===== src/rtl/y86_seq_controller.sv =====
// Multi-cycle sequencer for the sequential Y86-64 datapath: owns the PC, steps
// one stage per cycle, waits on the data-memory handshake and tracks status.
module y86_seq_controller #(
  parameter logic [63:0] RESET_PC    = 64'd0,
  parameter int          MEM_TIMEOUT = 16,
  parameter int          CNT_W       = 32
) (
  input  logic             clk,
  input  logic             rst,
  input  logic             start,
  input  logic             load_pc,
  input  logic [63:0]      start_pc,
  input  logic             pause,
  input  logic [3:0]       icode,
  input  logic             imem_error,
  input  logic             instr_valid,
  input  logic             cnd,
  input  logic [63:0]      valC,
  input  logic [63:0]      valP,
  input  logic [63:0]      valM,
  input  logic             mem_ack,
  input  logic             dmem_error,
  output logic [63:0]      PC,
  output logic             fetch_en,
  output logic             decode_en,
  output logic             execute_en,
  output logic             memory_en,
  output logic             writeback_en,
  output logic             pcupd_en,
  output logic             mem_req,
  output logic [2:0]       stat,
  output logic             running,
  output logic             halted,
  output logic [CNT_W-1:0] instr_count,
  output logic [2:0]       state_dbg
);

  typedef enum logic [2:0] {
    S_IDLE      = 3'd0,
    S_FETCH     = 3'd1,
    S_DECODE    = 3'd2,
    S_EXECUTE   = 3'd3,
    S_MEMORY    = 3'd4,
    S_WRITEBACK = 3'd5,
    S_PCUPD     = 3'd6,
    S_HALT      = 3'd7
  } state_t;

  localparam logic [2:0] STAT_AOK = 3'd1;
  localparam logic [2:0] STAT_HLT = 3'd2;
  localparam logic [2:0] STAT_ADR = 3'd3;
  localparam logic [2:0] STAT_INS = 3'd4;

  localparam int WAIT_W = (MEM_TIMEOUT > 1) ? $clog2(MEM_TIMEOUT) : 1;
  localparam logic [WAIT_W-1:0] WAIT_LAST = WAIT_W'(MEM_TIMEOUT - 1);

  state_t             state_q;
  logic [63:0]        pc_q;
  logic [2:0]         stat_q;
  logic [CNT_W-1:0]   count_q;
  logic [WAIT_W-1:0]  wait_q;
  logic               needs_mem;

  // mrmovq, rmmovq, call, ret, pushq, popq touch data memory
  always_comb begin
    needs_mem = 1'b0;
    case (icode)
      4'h4, 4'h5, 4'h8, 4'h9, 4'hA, 4'hB: needs_mem = 1'b1;
      default:                            needs_mem = 1'b0;
    endcase
  end

  always_ff @(posedge clk) begin
    if (rst) begin
      state_q <= S_IDLE;
      pc_q    <= RESET_PC;
      stat_q  <= STAT_AOK;
      count_q <= '0;
      wait_q  <= '0;
    end else begin
      case (state_q)
        S_IDLE: begin
          if (start) begin
            if (load_pc) pc_q <= start_pc;
            state_q <= S_FETCH;
          end
        end
        S_FETCH: begin
          if (imem_error) begin
            stat_q  <= STAT_ADR;
            state_q <= S_HALT;
          end else if (!instr_valid) begin
            stat_q  <= STAT_INS;
            state_q <= S_HALT;
          end else if (icode == 4'h0) begin
            stat_q  <= STAT_HLT;
            state_q <= S_HALT;
          end else begin
            state_q <= S_DECODE;
          end
        end
        S_DECODE: state_q <= S_EXECUTE;
        S_EXECUTE: begin
          wait_q  <= '0;
          state_q <= needs_mem ? S_MEMORY : S_WRITEBACK;
        end
        S_MEMORY: begin
          // an ack on the final allowed cycle still wins over the timeout
          if (mem_ack) begin
            if (dmem_error) begin
              stat_q  <= STAT_ADR;
              state_q <= S_HALT;
            end else begin
              state_q <= S_WRITEBACK;
            end
          end else if (wait_q == WAIT_LAST) begin
            stat_q  <= STAT_ADR;
            state_q <= S_HALT;
          end else begin
            wait_q <= wait_q + 1'b1;
          end
        end
        S_WRITEBACK: state_q <= S_PCUPD;
        S_PCUPD: begin
          if (icode == 4'h8 || (icode == 4'h7 && cnd)) pc_q <= valC;
          else if (icode == 4'h9)                      pc_q <= valM;
          else                                         pc_q <= valP;
          count_q <= count_q + CNT_W'(1);
          state_q <= pause ? S_IDLE : S_FETCH;
        end
        S_HALT:  state_q <= S_HALT;
        default: state_q <= S_IDLE;
      endcase
    end
  end

  assign fetch_en     = (state_q == S_FETCH);
  assign decode_en    = (state_q == S_DECODE);
  assign execute_en   = (state_q == S_EXECUTE);
  assign memory_en    = (state_q == S_MEMORY);
  assign writeback_en = (state_q == S_WRITEBACK);
  assign pcupd_en     = (state_q == S_PCUPD);
  assign mem_req      = (state_q == S_MEMORY);
  assign running      = (state_q != S_IDLE) && (state_q != S_HALT);
  assign halted       = (state_q == S_HALT);
  assign PC           = pc_q;
  assign stat         = stat_q;
  assign instr_count  = count_q;
  assign state_dbg    = state_q;

endmodule

===== config.mk =====
export PLATFORM = sky130hd
export DESIGN_NAME = y86_seq_controller
export DESIGN_NICKNAME = d
export VERILOG_FILES = /design/src/rtl/y86_seq_controller.sv
export SDC_FILE = /design/constraint.sdc
export NUM_CORES = 1
export LEC_CHECK = 0
export ABC_AREA = 0
export ABC_CLOCK_PERIOD_IN_PS = 1600
export BUFFER_PORTS_ARGS = -buffer_cell sky130_fd_sc_hd__buf_2
export CORE_AREA = 2 2 150 152
export DETAILED_ROUTE_END_ITERATION = 7
export DIE_AREA = 0 0 152 154
export PLACE_DENSITY = 0.74
export SYNTH_ARGS = -nofsm -noshare
export SYNTH_HDL_FRONTEND = slang
export SYNTH_SLANG_ARGS = --single-unit

===== constraint.sdc =====
create_clock -name clk -period 1.6 [get_ports clk]
set_input_delay 0.08 -clock clk [delete_from_list [all_inputs] [get_ports clk]]
set_output_delay 0.08 -clock clk [all_outputs]
set_load 0.005 [all_outputs]

==> flow_results.xml <==
<?xml version="1.0" encoding="UTF-8"?>
<metrics>
  <group name="status">
    <metric name="status" unit="">finished, violations left</metric>
    <metric name="violations" unit="">setup timing</metric>
  </group>
  <group name="setup_path">
    <metric name="critPathLaunchType" unit="">flop</metric>
    <metric name="timing.critical_path.fanout_max" unit="">10</metric>
    <metric name="worst_setup_path_end_kind" unit="">flop</metric>
    <metric name="worst-r2r-cell-count" unit="">6</metric>
    <metric name="worstPathRequired" unit="ns">1.84</metric>
    <metric name="path_class" unit="">flop to flop</metric>
    <metric name="critical_path_arrival" unit="ns">1.87</metric>
  </group>
  <group name="synth">
    <metric name="synth_area" unit="um^2">6954</metric>
    <metric name="yosys_register_bits" unit="">106</metric>
    <metric name="netlist_top_cells_area" unit="">sky130_fd_sc_hd__dfxtp_1 31%, sky130_fd_sc_hd__mux2i_1 19%, sky130_fd_sc_hd__mux2_2 11%, sky130_fd_sc_hd__nor3b_1 7.0%, sky130_fd_sc_hd__nor2b_1 6.5%</metric>
    <metric name="yosysSeqAreaShare" unit="%">30.51</metric>
    <metric name="synth-async-reset-ratio" unit="%">0</metric>
    <metric name="synthFlopType" unit="">sky130_fd_sc_hd__dfxtp_1</metric>
    <metric name="synth.avg_cell_area" unit="um^2">9.150</metric>
    <metric name="synthMostInstantiatedCell" unit="">sky130_fd_sc_hd__mux2i_1</metric>
    <metric name="synth_top_cell_by_area" unit="">sky130_fd_sc_hd__dfxtp_1</metric>
    <metric name="ys.warnings.count" unit="">0</metric>
    <metric name="share_of_yosys_cell_area_claimed_by_the_top_area_cell_type" unit="%">30.51</metric>
    <metric name="yosysUniqueCellTypes" unit="">49</metric>
    <metric name="synth_top_cells_by_count" unit="">130 x sky130_fd_sc_hd__mux2i_1, 106 x sky130_fd_sc_hd__dfxtp_1, 72 x sky130_fd_sc_hd__nor2b_1</metric>
    <metric name="synth_edf_count" unit="">0</metric>
    <metric name="synthCells" unit="">760</metric>
    <metric name="synth.net_count" unit="">1032</metric>
  </group>
  <group name="global_route">
    <metric name="grt_antenna_before_repair" unit="">4</metric>
    <metric name="first_global_vias" unit="">7645</metric>
    <metric name="grt_use_total" unit="%">20.97</metric>
    <metric name="wire_length_of_the_first_global_routing_pass" unit="mm">39.79</metric>
    <metric name="grt_start_max_net_pins" unit="">53</metric>
    <metric name="grt-ovfl-total" unit="">0</metric>
  </group>
  <group name="floorplanning">
    <metric name="fp.dieH" unit="um">154</metric>
    <metric name="cell_row_count" unit="">54</metric>
    <metric name="initial_utilization" unit="%">32.06</metric>
    <metric name="die_area" unit="um^2">23410</metric>
    <metric name="design.portCount" unit="">381</metric>
    <metric name="placeableCoreArea" unit="um^2">21690</metric>
    <metric name="die-width" unit="um">152</metric>
  </group>
  <group name="clock_tree">
    <metric name="cts_inserted_buffers" unit="">9</metric>
    <metric name="clock_path_buffers" unit="">2</metric>
    <metric name="cts.clk_slew.worst_paths" unit="ns">0.08</metric>
    <metric name="clock_latency" unit="ns">0.36</metric>
    <metric name="cts_htree_levels" unit="">3</metric>
    <metric name="cts.sinks" unit="">106</metric>
    <metric name="tritoncts_clock_tree" unit="">built</metric>
    <metric name="clk_root_buffer_cell" unit="">sky130_fd_sc_hd__clkbuf_16</metric>
  </group>
  <group name="timing">
    <metric name="drv_slew" unit="">0</metric>
    <metric name="finalWorstPathRequiredPeriod" unit="ns">1.631</metric>
    <metric name="setup-tns-final" unit="ns">-0.08672</metric>
    <metric name="hold_viol_final" unit="">0</metric>
    <metric name="max_freq" unit="MHz">613.1</metric>
    <metric name="unrepaired_setup_endpoints_after_global_routing" unit="">true</metric>
    <metric name="skew" unit="ns">0.01191</metric>
    <metric name="worst_pin_slew" unit="ns">0.3637</metric>
    <metric name="period_utilization_post_route" unit="%">101.9</metric>
    <metric name="slew_headroom" unit="%">75.53</metric>
    <metric name="setup_viol_count_final" unit="">5</metric>
    <metric name="post-route-worst-setup-slack" unit="ns">-0.03104</metric>
  </group>
  <group name="place">
    <metric name="hpwlAfterDp" unit="mm">19.43</metric>
    <metric name="portBuffers" unit="">380</metric>
    <metric name="detailed_place.area" unit="um^2">9853</metric>
    <metric name="final_wtd_congestion" unit="">0.8944</metric>
  </group>
  <group name="worst_hold_path">
    <metric name="hold_depth" unit="">3</metric>
    <metric name="min-delay-path-class" unit="">input port to flop</metric>
  </group>
  <group name="final_layout">
    <metric name="final_layout_size_suffix_gt1_share" unit="%">51.82</metric>
    <metric name="fin_nets" unit="">1475</metric>
    <metric name="filler_cell_count" unit="">2028</metric>
    <metric name="utilization" unit="%">49.26</metric>
    <metric name="area_delta_synth_final" unit="%">53.62</metric>
    <metric name="layout.cell_area.non_filler" unit="um^2">10680</metric>
  </group>
  <group name="route">
    <metric name="first_iter_violations" unit="">288</metric>
    <metric name="ant_nets" unit="">0</metric>
    <metric name="routed-via-count" unit="">7499</metric>
    <metric name="drtPass1Iterations" unit="">5</metric>
    <metric name="postRouteWirelength" unit="mm">26.08</metric>
    <metric name="drcViolationCount" unit="">0</metric>
    <metric name="wl_per_cell" unit="um">17.50</metric>
    <metric name="vias_per_cell" unit="">5.033</metric>
  </group>
  <group name="power">
    <metric name="power_leakage" unit="nW">5.220</metric>
    <metric name="power-per-cell-area" unit="nW/um^2">724.0</metric>
    <metric name="peakVddDrop" unit="mV">0.4955</metric>
  </group>
  <group name="run">
    <metric name="drv.max_cap_violation_count" unit="">0</metric>
  </group>
</metrics>
==> flip-flops by register name, summed over array words and instances, names as in the netlist <==
name         cells
stat             3
state_dbg        3
wait_q           4
PC              64
instr_count     32
==> critical path, cell delays in order, from the launching register on <==
cell and delay, ns:
sky130_fd_sc_hd__dfxtp_2 0.37, sky130_fd_sc_hd__ha_4 0.14, sky130_fd_sc_hd__and3_4 0.18, sky130_fd_sc_hd__nand2_2 0.07, sky130_fd_sc_hd__buf_12 0.15, sky130_fd_sc_hd__nor4_4 0.29, sky130_fd_sc_hd__mux2_4 0.33
==> cells by family after synthesis <==
kind of cell / count (synthesis) / share of synthesized area (%)
AOI/OAI and AO/OA: 109 / 8.421
xor gates and xnor gates: 13 / 1.637
adders and majority gates: 2 / 0.3598
buffers and inverters: 69 / 4.930
DFF: 106 / 30.51
muxes: 201 / 30.21
and+or+nand+nor: 260 / 23.93
==> layout by cell type, fill, tap and decap left out, types with 3 or more instances in the layout <==
cell type                       count
sky130_fd_sc_hd__buf_2            379
sky130_fd_sc_hd__mux2i_1          130
sky130_fd_sc_hd__dfxtp_1           90
sky130_fd_sc_hd__buf_4             74
sky130_fd_sc_hd__nor2b_1           71
sky130_fd_sc_hd__o21ai_0           68
sky130_fd_sc_hd__mux2_2            65
sky130_fd_sc_hd__nor3b_1           62
sky130_fd_sc_hd__nor2_1            27
sky130_fd_sc_hd__dlygate4sd3_1     18
sky130_fd_sc_hd__buf_12            18
sky130_fd_sc_hd__a21oi_1           14
sky130_fd_sc_hd__dfxtp_2           14
sky130_fd_sc_hd__nand2_1           13
sky130_fd_sc_hd__nand4_1           11
sky130_fd_sc_hd__xor2_1            11
sky130_fd_sc_hd__nand3_1           10
sky130_fd_sc_hd__clkbuf_16         10
sky130_fd_sc_hd__or3_1              8
sky130_fd_sc_hd__o21ai_1            8
sky130_fd_sc_hd__nor4_4             7
sky130_fd_sc_hd__o31ai_1            7
sky130_fd_sc_hd__nand2b_1           6
sky130_fd_sc_hd__mux2_4             6
sky130_fd_sc_hd__buf_6              6
sky130_fd_sc_hd__and4_4             5
sky130_fd_sc_hd__and2_1             4
sky130_fd_sc_hd__a21oi_2            4
sky130_fd_sc_hd__or4_1              4
sky130_fd_sc_hd__inv_1              3
sky130_fd_sc_hd__nor3b_2            3
sky130_fd_sc_hd__nand4_4            3
sky130_fd_sc_hd__and3_1             3
sky130_fd_sc_hd__or4_4              3
==> through the flow <==
stage                     hold WS, ns  instances  power [W]  setup slack (ns)
after floorplan                0.2531        760   0.004275          -0.05052
after global placement         0.3404       1441   0.005386          -0.06578
after detailed placement       0.3539       1441   0.005436          -0.05731
after CTS                   0.0009902       1478   0.007760         -0.006160
after global routing          0.01246       1490   0.008125           -0.1063
final                        0.009187       1490   0.007734          -0.03104
==> where the power goes <==
group	leakage (nW)	internal [W]	switching (W)
Combinational	4.22	0.00133	0.00110
Clock	0.136	0.00109	0.00117
Sequential	0.869	0.00291	0.000133
Total	5.22	0.00533	0.00241
==> worst paths after layout <==
kind / to / slack [ns] / start
worst max-delay path: instr_count[26]$_SDFFE_PP0P_ / -0.03 / instr_count[1]$_SDFFE_PP0P_
worst min-delay path: PC[10]$_SDFFE_PP0P_ / 0.009 / valC[10]
worst max register to register: instr_count[26]$_SDFFE_PP0P_ / -0.03 / instr_count[1]$_SDFFE_PP0P_
worst min register to register: stat[2]$_SDFFE_PP0P_ / 0.47 / stat[2]$_SDFFE_PP0P_
==> metal layers <==
| layer | GRT usage (%) | vias up | share of wire, % |
|---|---|---|---|
| met5 | 0 | - | 0.061 |
| met4 | 7.388 | 2 | 2.7 |
| li1 | - | 3628 | - |
| met1 | 25.46 | 3534 | 41 |
| met2 | 36.21 | 283 | 50 |
| met3 | 5.073 | 52 | 6.4 |
==> timing repair <==
| item | 4_1_cts | 5_1_grt |
|---|---|---|
| pin swaps | 6 | 14 |
| hold buffers | 18 | 0 |
| hold endpoints to repair | 18 | 0 |
| buffers inserted | 2 | 9 |
| gates resized for setup | 15 | 43 |
| gates cloned | 1 | 1 |
| endpoints found under the setup margin | 28 | 57 |
==> final cells by class <==
type / instances / area, um^2 / share of cell area, %
Multi-Input combinational cell: 586 / 4771 / 44.66
Timing Repair Buffer: 497 / 3113 / 29.14
Sequential cell: 106 / 2147 / 20.10
Tap cell: 280 / 350.3 / 3.279
Clock buffer: 9 / 225.2 / 2.108
Clock inverter: 7 / 60.06 / 0.5622
Inverter: 3 / 11.26 / 0.1054
Antenna cell: 2 / 5.005 / 0.04685
No activity file was read; power rests on OpenSTA's default activity.
